==> src/rtl/crc_pkg.sv <==
// Shared types and helpers for the bit-serial CRC engine.
package crc_pkg;

    typedef enum logic [1:0] {
        ST_IDLE  = 2'd0,
        ST_SHIFT = 2'd1,
        ST_AUG   = 2'd2,
        ST_DONE  = 2'd3
    } state_t;

    localparam logic MODE_GEN = 1'b0;
    localparam logic MODE_CHK = 1'b1;

    // Width of a counter that must hold the value crc_w.
    function automatic int cnt_width(input int crc_w);
        return $clog2(crc_w + 1);
    endfunction

endpackage

==> src/rtl/crc_div_step.sv <==
// One long-division step: shift in a bit, subtract POLY when the top bit falls out.
module crc_div_step #(
    parameter int               CRC_W = 3,
    parameter logic [CRC_W-1:0] POLY  = 3'b011
) (
    input  logic [CRC_W-1:0] r_in,
    input  logic             bit_in,
    output logic [CRC_W-1:0] r_out
);

    assign r_out = {r_in[CRC_W-2:0], bit_in} ^ (r_in[CRC_W-1] ? POLY : '0);

endmodule

==> src/rtl/crc_serial_engine.sv <==
// Bit-serial CRC generator/checker, one frame at a time with valid/ready on both sides.
// CRC_AUGMENT_EN builds the internal zero-append phase; without it the source appends the zeros.
module crc_serial_engine
    import crc_pkg::*;
#(
    parameter int               CRC_W   = 3,
    parameter logic [CRC_W-1:0] POLY    = 3'b011,
    parameter logic [CRC_W-1:0] INIT    = '0,
    parameter logic [CRC_W-1:0] XOR_OUT = '0
) (
    input  logic             clk,
    input  logic             rst,
    input  logic             clr,
    input  logic             in_valid,
    output logic             in_ready,
    input  logic             in_bit,
    input  logic             in_last,
    input  logic             in_mode,
    output logic             out_valid,
    input  logic             out_ready,
    output logic [CRC_W-1:0] out_crc,
    output logic             out_ok
);

    state_t             state_q, state_d;
    logic [CRC_W-1:0]   r_q, r_d;
    logic               mode_q, mode_d;
    logic               out_valid_q, out_valid_d;
    logic [CRC_W-1:0]   out_crc_q, out_crc_d;
    logic               out_ok_q, out_ok_d;
`ifdef CRC_AUGMENT_EN
    localparam int CNT_W = cnt_width(CRC_W);
    logic [CNT_W-1:0]   zcnt_q, zcnt_d;
`endif

    logic [CRC_W-1:0]   step_r;
    logic               step_b;
    logic [CRC_W-1:0]   step_out;
    logic               accept;
    logic               mode_eff;
    logic               finish;

    assign in_ready  = (state_q == ST_IDLE) || (state_q == ST_SHIFT);
    assign accept    = in_valid && in_ready;
    // The mode travels with the first bit, so IDLE uses the live input.
    assign mode_eff  = (state_q == ST_IDLE) ? in_mode : mode_q;
    assign out_valid = out_valid_q;
    assign out_crc   = out_crc_q;
    assign out_ok    = out_ok_q;

    always_comb begin
        step_r = (state_q == ST_IDLE) ? INIT : r_q;
        step_b = in_bit;
`ifdef CRC_AUGMENT_EN
        if (state_q == ST_AUG) begin
            step_b = 1'b0;
        end
`endif
    end

    crc_div_step #(
        .CRC_W (CRC_W),
        .POLY  (POLY)
    ) u_step (
        .r_in   (step_r),
        .bit_in (step_b),
        .r_out  (step_out)
    );

    always_comb begin
        state_d     = state_q;
        r_d         = r_q;
        mode_d      = mode_q;
        out_valid_d = out_valid_q;
        out_crc_d   = out_crc_q;
        out_ok_d    = out_ok_q;
        finish      = 1'b0;
`ifdef CRC_AUGMENT_EN
        zcnt_d      = zcnt_q;
`endif

        case (state_q)
            ST_IDLE, ST_SHIFT: begin
                if (accept) begin
                    r_d = step_out;
                    if (state_q == ST_IDLE) begin
                        mode_d = in_mode;
                    end
                    if (in_last) begin
`ifdef CRC_AUGMENT_EN
                        if (mode_eff == MODE_GEN) begin
                            state_d = ST_AUG;
                            zcnt_d  = CNT_W'(CRC_W);
                        end else begin
                            finish = 1'b1;
                        end
`else
                        finish = 1'b1;
`endif
                    end else begin
                        state_d = ST_SHIFT;
                    end
                end
            end
`ifdef CRC_AUGMENT_EN
            ST_AUG: begin
                r_d    = step_out;
                zcnt_d = zcnt_q - CNT_W'(1);
                if (zcnt_q == CNT_W'(1)) begin
                    finish = 1'b1;
                end
            end
`endif
            ST_DONE: begin
                if (out_ready) begin
                    state_d     = ST_IDLE;
                    out_valid_d = 1'b0;
                    r_d         = INIT;
                end
            end
            default: begin
                state_d = ST_IDLE;
            end
        endcase

        // The result is taken from the step output so it lands on the same edge as the final shift.
        if (finish) begin
            state_d     = ST_DONE;
            out_valid_d = 1'b1;
            out_crc_d   = (mode_eff == MODE_GEN) ? (step_out ^ XOR_OUT) : step_out;
            out_ok_d    = (mode_eff == MODE_CHK) && (step_out == '0);
        end

        if (clr) begin
            state_d     = ST_IDLE;
            r_d         = INIT;
            mode_d      = MODE_GEN;
            out_valid_d = 1'b0;
            out_crc_d   = '0;
            out_ok_d    = 1'b0;
`ifdef CRC_AUGMENT_EN
            zcnt_d      = '0;
`endif
        end
    end

    always_ff @(posedge clk or posedge rst) begin
        if (rst) begin
            state_q     <= ST_IDLE;
            r_q         <= INIT;
            mode_q      <= MODE_GEN;
            out_valid_q <= 1'b0;
            out_crc_q   <= '0;
            out_ok_q    <= 1'b0;
`ifdef CRC_AUGMENT_EN
            zcnt_q      <= '0;
`endif
        end else begin
            state_q     <= state_d;
            r_q         <= r_d;
            mode_q      <= mode_d;
            out_valid_q <= out_valid_d;
            out_crc_q   <= out_crc_d;
            out_ok_q    <= out_ok_d;
`ifdef CRC_AUGMENT_EN
            zcnt_q      <= zcnt_d;
`endif
        end
    end

endmodule

==> config.mk <==
export PLATFORM = sky130hd
export DESIGN_NAME = crc_serial_engine
export DESIGN_NICKNAME = d
export VERILOG_FILES = /design/src/rtl/crc_pkg.sv /design/src/rtl/crc_div_step.sv /design/src/rtl/crc_serial_engine.sv
export SDC_FILE = /design/constraint.sdc
export NUM_CORES = 1
export LEC_CHECK = 0
export BUFFER_PORTS_ARGS = -buffer_cell sky130_fd_sc_hd__buf_2
export CAP_MARGIN = 20
export CORE_AREA = 3 3 40 42
export DETAILED_ROUTE_END_ITERATION = 7
export DIE_AREA = 0 0 43 45
export PLACE_DENSITY = 0.64
export SETUP_SLACK_MARGIN = 0.4
export SLEW_MARGIN = 15
export SYNTH_ARGS = -nofsm -noshare
export SYNTH_HDL_FRONTEND = slang
export SYNTH_HIERARCHICAL = 1
export SYNTH_SLANG_ARGS = --single-unit
export TNS_END_PERCENT = 1
==> constraint.sdc <==
create_clock -name clk -period 4.5 [get_ports clk]
set_input_delay 0.225 -clock clk [delete_from_list [all_inputs] [get_ports clk]]
set_output_delay 0.225 -clock clk [all_outputs]
set_load 0.05 [all_outputs]
==> out/summary.txt, run 1 <==
status -> finished, final reports clean
mux cell area share after synthesis -> 1.85%
I/O Buffers -> 13
WL final -> 1100 um
setup ws final -> 2.68 ns
dpl cell area -> 613 sq um
Syn Nets -> 65
Synth area leaders -> dfrtp_1 (51%), a21oi_1 (9.3%), nand3_1 (7.4%)
post-synthesis simple-gate area fraction -> 26.2%
sequential-to-total area share from yosys stat -> 50.9%
f_max -> 0.548 GHz
Comb pwr share -> 15.4%
hold slack -> 0.238 ns
Post-route DRC -> 0
Worst R2R Path Depth -> 5
Clk pwr share -> 32.2%
largest net degree at the start of global routing -> 13
Final min period -> 1.82 ns
CTS tree -> built
Util after Layout -> 50.5%
Mapped Avg Cell Area -> 9.48 sq um
Max Cap Viol -> 0
Post-Synth XOR/XNOR Area -> 3.24%
worst skew pair latency -> 0.26 ns
Reg power frac -> 52.4%
layout cells sized above 1 -> 26.0%
RSZ-0062 raised after global routing -> no
post-layout instance area -> 649 sq um
final hold viol count -> 0
Final Cycle Share -> 40.6%
vias in the first global route -> 434
placed cells -> 83
DP HPWL -> 857 um
fillers -> 128
Routed Antenna Nets -> 0
Synth Warn # -> 6
post-synth top area share -> 50.9%
CTS sink cnt -> 11
Detailed Routing Iterations Pass 1 -> 4
DR WL/cell -> 12.5 um
post-CTS resize count -> 0
Seq cells post-synth -> 11
Mapped Cells -> 57
initial antenna violation count -> 0
hold endpoint -> mode_q
Final nets -> 82
worst relative slew slack -> 72.0%
worst r2r src -> state_q[1]
Finished Layout Cells -> 88
largest family of logic cells by synthesized area -> simple AND/OR/NAND/NOR gates
dominant cell type by area after synthesis -> dfrtp_1
first-pass GRT wire length -> 1840 um
io pins -> 14
total grt overflow -> 0
clock slew at reported path FFs -> 0.07 ns
sw frac -> 27.1%
setup TNS -> 0 ns
Worst VDD drop -> 182 uV
Final Max Tran Viols -> 0
CTS max path bufs -> 2
Die Wd -> 43 um
Post-Syn Area -> 541 sq um
# diodes -> 0
critical path required time -> 4.68 ns
Tightest Pin Transition -> 0.419 ns
Setup-failing EPs final -> 0
PD cells -> 310 nW/um^2
Max FO, Critical Path -> 7
crit start category -> register
DIE AREA -> 1940 sq um
core area -> 1280 sq um
Worst setup EP type -> register
Starting Density -> 42.1%
Data arrival, critical path -> 2.00 ns
P_leak -> 0.311 nW
Cell variety after synth -> 18
HP Start -> in_mode
Pwr Total -> 0.201 mW
Worst Path Class, Setup -> reg -> reg
depth of the CTS H-tree -> 1
Post-Place Worst Slack -> 2.70 ns
RePlAce Congestion -> 0.794
Compound-Gate Fraction of Synth Area -> 14.4%
Internal -> 0.147 mW
adder-cell share of the synthesized area -> 0%
Post-CTS Setup Bufs -> 0
Clock Skew -> 0.00206 ns
Seq. cell area -> 275 sq um
vias after detailed routing -> 454
R2R setup slack -> 2.68 ns
CTS Hold Bufs -> 1
Min-Delay Path Depth -> 3
vias per cell -> 5.16
1st-iter DRT viols -> 3
Overall Global Routing Usage -> 12.9%
Rows -> 13
cts bufs inserted -> 3
Syn-to-layout area delta -> 20.1%
P_sw -> 0.0546 mW
Reg-to-Reg End -> out_ok
area occupied by multi-input gates -> 246 sq um
Hold Path Class -> in -> reg
Root Buffer -> clkbuf_4
die height -> 45 um
[power by group through the flow]
stage | logic [mW] | registers [mW] | clock network, mW
after floorplan | 0.0165 | 0.112 | 0
after global placement | 0.0300 | 0.107 | 0
after detailed placement | 0.0308 | 0.107 | 0
after CTS | 0.0314 | 0.105 | 0.0689
after global routing | 0.0342 | 0.106 | 0.0740
final | 0.0311 | 0.106 | 0.0649
[registers in the layout, indices dropped and copies added, names as in the netlist]
register / count
mode_q: 1
out_valid: 1
state_q: 2
r_q: 3
out_ok: 1
out_crc: 3
[worst max-delay path, stage by stage (launching register included)]
cell,delay [ns]
dfrtp_1,0.44
nor2_2,0.27
nor2b_1,0.13
xor2_1,0.20
or4_1,0.53
o31ai_2,0.18
[per-layer routing]
metal	vias up	part of all wire, %	global-route usage, %
met3	0	6.1	3.98
li1	230	-	-
met2	13	48	22.5
met5	-	0	0
met4	0	0	3.61
met1	211	46	15.5
[worst max path at each step]
| stage | start | to | slack [ns] |
|---|---|---|---|
| global route | state_q[1] | out_ok | 2.58 |
| CTS | state_q[1] | out_ok | 2.69 |
| floorplan | state_q[1] | out_ok | 2.82 |
| global placement | state_q[1] | out_ok | 2.77 |
| detailed placement | state_q[1] | out_ok | 2.70 |
| finish | state_q[1] | out_ok | 2.68 |
[area by class of cell]
class                   count  share of cell area [%]
clock buffers               4                    4.05
inverters                   2                    1.16
multi-input cells          42                    38.0
flip-flops and latches     11                    42.4
well taps                  15                    2.89
repair buffers             14                    11.6
[placed cells by master (no fill, tap or decap), drive strengths merged, types with 2 or more instances in the layout]
cell and instances:
a21oi 10, buf 13, clkbuf 4, dfrtp 11
inv 2, nand2 7, nand2b 2, nand3 8
nand3b 3, nor2b 3, xor2 2
[synth_stat cells, drive strengths merged]
cell	count
inv	2
clkbuf	1
o21ai	1
nand3b	3
mux2i	1
nand2b	2
a21bo	1
and2b	1
dfrtp	11
o31ai	1
nand3	8
xor2	2
buf	1
a21oi	10
nor2b	3
nor2	1
nand2	7
or4	1
[cells by family after synthesis]
group                     count (synthesis)
AOI/OAI and AO/OA                        13
xor gates and xnor gates                  2
buffers and inverters                     4
DFF                                      11
muxes                                     1
and+or+nand+nor                          26
Power figures use the tool's default switching activity.
==> run 2: changes to the inputs <==
Settings changed: ABC_AREA set to 1, CORE_AREA 3 3 40 42 to unset, CORE_MARGIN set to 3, CORE_UTILIZATION set to 44, DIE_AREA 0 0 43 45 to unset, PLACE_DENSITY 0.64 to 0.7.
Clock period 4.5 ns to 1.5 ns, I/O delays scaled along.
==> run 2 against run 1 <==
Largest cell class is now multi-input gates. Clock power increased to 3.3 times the previous value. Clock-buffer cell count stayed put. Critical endpoint is now r_q[2]. Die area fell by 3.0%. Utilization is 16 points higher. Combinational power increased to 4.7 times the previous value. Sequential power rose to 3.0 times the previous value.
==> out/summary.txt, run 2 <==
status -> finished, final reports clean
I/O Buffers -> 13 (unchanged)
P_leak -> 0.447 nW (+44%)
most frequent cells in the layout -> nand2_1 (26), buf_2 (13), dfrtp_1 (10), nand2_2 (9)
# diodes -> 0 (unchanged)
RePlAce Congestion -> 0.824 (+3.8%)
initial antenna violation count -> 0 (unchanged)
Synth Warn # -> 6 (unchanged)
CP Cell Sequence -> buf_4, buf_4, nand2_2, inv_2, nand2_2, nand2_2, nand2_1, nand2_1
Root Buffer -> clkbuf_4
Final Cycle Share -> 83.5% (+43 points)
core area -> 1200 sq um (-6.5%)
Max FO, Critical Path -> 4 (-3)
Worst setup EP type -> register
total grt overflow -> 0 (unchanged)
largest family of logic cells by synthesized area -> simple AND/OR/NAND/NOR gates
count leader, synth -> nand2_1
worst relative slew slack -> 71.8% (-0.23 points)
Detailed Routing Iterations Pass 1 -> 4 (unchanged)
Cell variety after synth -> 15 (-3)
1st-iter DRT viols -> 15 (+12)
post-layout instance area -> 795 sq um (+22%)
cell mode on critical path -> nand2_2
dpl cell area -> 696 sq um (+13%)
leading cell type in the layout, fill and taps excluded -> nand2_1
CTS max path bufs -> 2 (unchanged)
PD cells -> 855 nW/um^2 (+180%)
Final min period -> 1.25 ns (-0.573 ns)
depth of the CTS H-tree -> 1 (unchanged)
Top FF cell, synth -> dfrtp_1
Post-route DRC -> 0 (unchanged)
Util after Layout -> 66.1% (+16 points)
DIE AREA -> 1880 sq um (-3.0%)
first-pass GRT wire length -> 2210 um (+20%)
vias after detailed routing -> 589 (+30%)
Tightest Pin Transition -> 0.423 ns (+0.00350 ns)
sequential-to-total area share from yosys stat -> 44.9% (-6.0 points)
Post-Place Worst Slack -> 0.245 ns (-2.46 ns)
RSZ-0062 raised after global routing -> yes
mux cell area share after synthesis -> 0% (-1.9 points)
synth cell count leaders -> nand2_1 (31), dfrtp_1 (11), inv_1 (8)
max incr delay on CP -> 0.42 ns (-0.11 ns)
critical path required time -> 1.67 ns (-3.01 ns)
DR WL/cell -> 11.8 um (-5.7%)
vias in the first global route -> 516 (+19%)
adder-cell share of the synthesized area -> 0% (unchanged)
worst skew pair latency -> 0.27 ns (about the same)
setup TNS -> 0 ns (unchanged)
Pwr Total -> 0.679 mW (+240%)
CTS tree -> built
Mapped Cells -> 84 (+47%)
Rows -> 12 (-1)
Syn-to-layout area delta -> 29.6%
Starting Density -> 51.0% (+9.0 points)
Overall Global Routing Usage -> 15.6% (+2.7 points)
post-synth top area share -> 44.9% (-6.0 points)
crit path buf inv count -> 3 (+3)
io pins -> 14 (unchanged)
cts bufs inserted -> 3 (unchanged)
Worst Path Class, Setup -> reg -> reg
DP HPWL -> 997 um (+16%)
Post-Synth XOR/XNOR Area -> 0% (-3.2 points)
Synth area leaders -> dfrtp_1 (45%), nand2_1 (19%), nand3_2 (4.9%)
Routed Antenna Nets -> 0 (unchanged)
Final nets -> 115 (+40%)
Max Cap Viol -> 0 (unchanged)
setup ws final -> 0.248 ns (-2.43 ns)
Compound-Gate Fraction of Synth Area -> 2.45% (-12 points)
Clock Skew -> 0.00785 ns (+0.00578 ns)
Hold Path Class -> in -> reg
layout cells sized above 1 -> 45.3% (+19 points)
die height -> 43.3 um (-3.7%)
post-synthesis simple-gate area fraction -> 42.9% (+17 points)
placed cells -> 110 (+33%)
clock slew at reported path FFs -> 0.08 ns (about the same)
fraction of registers with async set/reset -> 100% (unchanged)
crit start category -> register
dominant cell type by area after synthesis -> dfrtp_1
vias per cell -> 4.91 (-4.9%)
Worst VDD drop -> 545 uV (+200%)
Finished Layout Cells -> 120 (+36%)
Setup-failing EPs final -> 0 (unchanged)
Seq cells post-synth -> 11 (unchanged)
number of flops mapped to enable cells by yosys -> 0 (unchanged)
CTS sink cnt -> 11 (unchanged)
hold slack -> 0.0289 ns (-0.209 ns)
Syn Nets -> 92 (+42%)
Post-Syn Area -> 613 sq um (+13%)
Max stage delay cell, worst path -> dfrtp_1
Data arrival, critical path -> 1.42 ns (-0.58 ns)
Mapped Avg Cell Area -> 7.30 sq um (-23%)
f_max -> 0.799 GHz (+46%)
WL final -> 1420 um (+29%)
final hold viol count -> 0 (unchanged)
largest net degree at the start of global routing -> 12 (-1)
CP top delay family -> flip-flops
Die Wd -> 43.3 um (+0.77%)
Final Max Tran Viols -> 0 (unchanged)
## run 2: cell types whose count changed in the layout (fill, tap and decap cells not counted), sizes merged, moves of 2 or more
| cell | before | now |
|---|---|---|
| nand2 | 7 | 36 |
| inv | 2 | 14 |
| a21oi | 10 | 1 |
| nor2 | 1 | 9 |
| buf | 13 | 18 |
| nor2b | 3 | 0 |
| nand2b | 2 | 0 |
| nand3b | 3 | 1 |
| xor2 | 2 | 0 |
## run 2: final timing paths
kind                            startpoint         end  slack [ns]  cells past startpoint
worst max-delay path            state_q[0]      r_q[2]        0.25                      8
worst min-delay path                   clr  state_q[0]        0.03                      2
worst max register to register  state_q[0]      r_q[2]        0.25                      8
worst min register to register  out_crc[0]  out_crc[0]        0.47                      2
max in group asynchronous              rst  state_q[1]        0.86                      3
min in group asynchronous              rst  out_crc[1]        0.32                      3
## run 2: report_power, final
| group | internal (mW) | switching, mW |
|---|---|---|
| Clock | 0.103 | 0.109 |
| Sequential | 0.310 | 0.0101 |
| Combinational | 0.0510 | 0.0955 |
## run 2: cell type report
type                            count  area, sq um
Timing Repair Buffer               19          113
Sequential cell                    11          277
Multi-Input combinational cell     58          309
Inverter                           14         52.6
Clock buffer                        4         26.3
Tap cell                           14         17.5
Fill cell                         122          407
## run 2: logic make-up after synthesis
| logic type | Yosys count |
|---|---|
| compound gates | 3 |
| flops | 11 |
| buf+inv | 15 |
| simple gates | 55 |
## run 2: metal layers
metal / track usage (%) / vias to the layer above / wire length, um
li1: - / 300 / -
met1: 19.8 / 273 / 620
met2: 27.4 / 14 / 715
met3: 2.49 / 2 / 64
met4: 3.61 / 0 / 15
met5: 0 / - / 0
## run 2: repair_timing
| action | 4_1_cts | 5_1_grt |
|---|---|---|
| setup endpoints to repair | 3 | 10 |
| hold buffers | 1 | 0 |
| pin swaps | 6 | 3 |
| endpoints found under the hold margin | 11 | 0 |
| setup buffers | 4 | 1 |
| resized for setup | 5 | 5 |
| gates cloned | 0 | 0 |
==> run 3: changes to the inputs <==
Clock period 1.5 ns to 1.15 ns, I/O delays scaled along.
==> run 3 against run 2 <==
The flow now finishes with violations (negative setup slack). Sequential share of layout area down 2.9 points. Register-to-register slack worse by 0.27 ns. Critical path depth increased by 1. Maximum frequency up 7.1%. Utilization grew 5.7 points. Final cell count up 1.7%. Largest cell class unchanged.
==> out/summary.txt, run 3 (synthesis results as in run 2) <==
RSZ-0062 raised after global routing -> yes
Final Max Tran Viols -> 0 (unchanged)
Overall Global Routing Usage -> 16.7% (+1.1 points)
CTS sink cnt -> 11 (unchanged)
R2R setup slack -> -0.02 ns (-0.27 ns)
CTS max path bufs -> 2 (unchanged)
first-pass GRT wire length -> 2260 um (+2.2%)
CTS tree -> built
Final min period -> 1.17 ns (-0.0826 ns)
M3 GR Usage -> 5.81% (+3.3 points)
Min-Delay Path Depth -> 2 (unchanged)
Internal -> 0.621 mW (+34%)
dpl cell area -> 733 sq um (+5.4%)
DIE AREA -> 1880 sq um (unchanged)
Final nets -> 117 (+1.7%)
Clk pwr share -> 30.3% (-0.9 points)
final hold viol count -> 0 (unchanged)
Tightest Pin Transition -> 0.413 ns (-0.00944 ns)
clock slew at reported path FFs -> 0.07 ns (about the same)
failing checks -> negative setup slack
DR WL/cell -> 10.9 um (-7.5%)
Starting Density -> 51.0% (unchanged)
Reg power frac -> 46.5% (-0.7 points)
vias per cell -> 4.78 (-2.6%)
grt met1 use -> 19.6% (-0.26 points)
Max FO, Critical Path -> 3 (-1)
io pins -> 14 (unchanged)
Root Buffer -> clkbuf_4
Util after Layout -> 71.9% (+5.7 points)
post-layout instance area -> 863 sq um (+8.7%)
P_sw -> 0.281 mW (+31%)
die height -> 43.3 um (unchanged)
Routed Antenna Nets -> 0 (unchanged)
initial antenna violation count -> 0 (unchanged)
largest net degree at the start of global routing -> 12 (unchanged)
Worst setup EP type -> register
DP HPWL -> 971 um (-2.6%)
core area -> 1200 sq um (unchanged)
most frequent cells in the layout -> nand2_1 (28), dfrtp_1 (11), inv_1 (7), buf_2 (7), buf_4 (7)
status -> finished, violations left
Max Cap Viol -> 0 (unchanged)
1st-iter DRT viols -> 5 (-10)
P_leak -> 0.482 nW (+7.9%)
Worst Path Class, Setup -> reg -> reg
f_max -> 0.855 GHz (+7.1%)
Worst VDD drop -> 681 uV (+25%)
sw frac -> 31.2% (-0.39 points)
Rows -> 12 (unchanged)
leading cell type in the layout, fill and taps excluded -> nand2_1
# diodes -> 0 (unchanged)
vias after detailed routing -> 583 (-1.0%)
crit start category -> register
Comb pwr share -> 23.3% (+1.7 points)
Post-route DRC -> 0 (unchanged)
depth of the CTS H-tree -> 1 (unchanged)
Final Cycle Share -> 102% (+18 points)
Hold Path Class -> in -> reg
GR peak layer -> met2
critical path required time -> 1.37 ns (-0.30 ns)
worst relative slew slack -> 72.4% (+0.63 points)
Detailed Routing Iterations Pass 1 -> 4 (unchanged)
Die Wd -> 43.3 um (unchanged)
Data arrival, critical path -> 1.39 ns (-0.03 ns)
vias in the first global route -> 540 (+4.7%)
I/O Buffers -> 13 (unchanged)
M2 GR Usage -> 25.7% (-1.8 points)
Clock Skew -> 0.000709 ns (-0.00714 ns)
cts bufs inserted -> 3 (unchanged)
Syn-to-layout area delta -> 40.8%
placed cells -> 115 (+4.5%)
layout cells sized above 1 -> 44.4% (-0.84 points)
setup ws final -> -0.0194 ns (-0.267 ns)
Setup-failing EPs final -> 5 (+5)
worst skew pair latency -> 0.28 ns (about the same)
RePlAce Congestion -> 0.817 (-0.95%)
Finished Layout Cells -> 122 (+1.7%)
Worst R2R Path Depth -> 9 (+1)
total grt overflow -> 0 (unchanged)
PD cells -> 1040 nW/um^2 (+22%)
WL final -> 1330 um (-6.0%)
run 3: cell count changes in the layout (fill, tap and decap cells not counted), moves of 2 or more:
cell	delta
inv_2	-2
nand2_1	+2
nand2_2	-3
buf_2	-6
buf_6	+5
buf_4	+2
run 3: worst paths after layout:
| kind | from | end |
|---|---|---|
| hold reg to reg | r_q[2] | r_q[2] |
| max in group asynchronous | rst | state_q[1] |
| setup / recovery | state_q[1] | out_ok |
| hold / removal | clr | state_q[0] |
| min in group asynchronous | rst | out_crc[1] |
| setup reg to reg | state_q[1] | out_ok |
run 3: final cells by class:
type                       count  area (sq um)
multi-input combinational     58           315
sequential                    11           275
clock buffer                   4          26.3
inverter                      14          60.1
timing repair buffer          21           169
tap                           14          17.5
fill                         100           338
run 3: power groups by stage:
stage               sequential (mW)  combinational (mW)  clock (mW)
detailed placement            0.424               0.176           0
global route                  0.421               0.228       0.299
floorplan                     0.453              0.0860           0
CTS                           0.418               0.198       0.276
finish                        0.419               0.210       0.273
global placement              0.423               0.174           0
run 3: worst max-delay path, stage by stage (launching register included):
cell,delay [ns]
dfrtp_1,0.41
nor2_4,0.16
nor2_1,0.07
nand2_1,0.06
nand2_1,0.06
nor2_1,0.09
nand2_1,0.06
a21oi_2,0.09
nand2_1,0.06
nand2_1,0.05
run 3: repair_timing:
item                                    CTS  global route
hold buffers                              1             0
endpoints found under the setup margin   17            17
hold endpoints to repair                 11             0
gates resized for setup                  17             8
setup buffers                             0             2
pin swaps                                 1             4
run 3: through the flow:
stage / setup WS (ns) / hold WS, ns / total power [mW] / setup TNS (ns)
4_1_cts: -0.0321 / 0.0194 / 0.891 / -0.0321
6_report: -0.0194 / 0.0214 / 0.902 / -0.0786
5_1_grt: -0.0989 / 0.0176 / 0.948 / -0.588
3_5_place_dp: -0.00704 / 0.0760 / 0.600 / -0.00704
2_1_floorplan: 0.00401 / -0.0901 / 0.539 / 0
3_3_place_gp: 0.00265 / 0.0704 / 0.597 / 0
run 3: routing by layer:
layer / up-vias / share of wire [%]
li1: 301 / -
met1: 260 / 47
met2: 17 / 44
met3: 5 / 5.9
met4: 0 / 3.2
met5: - / 0
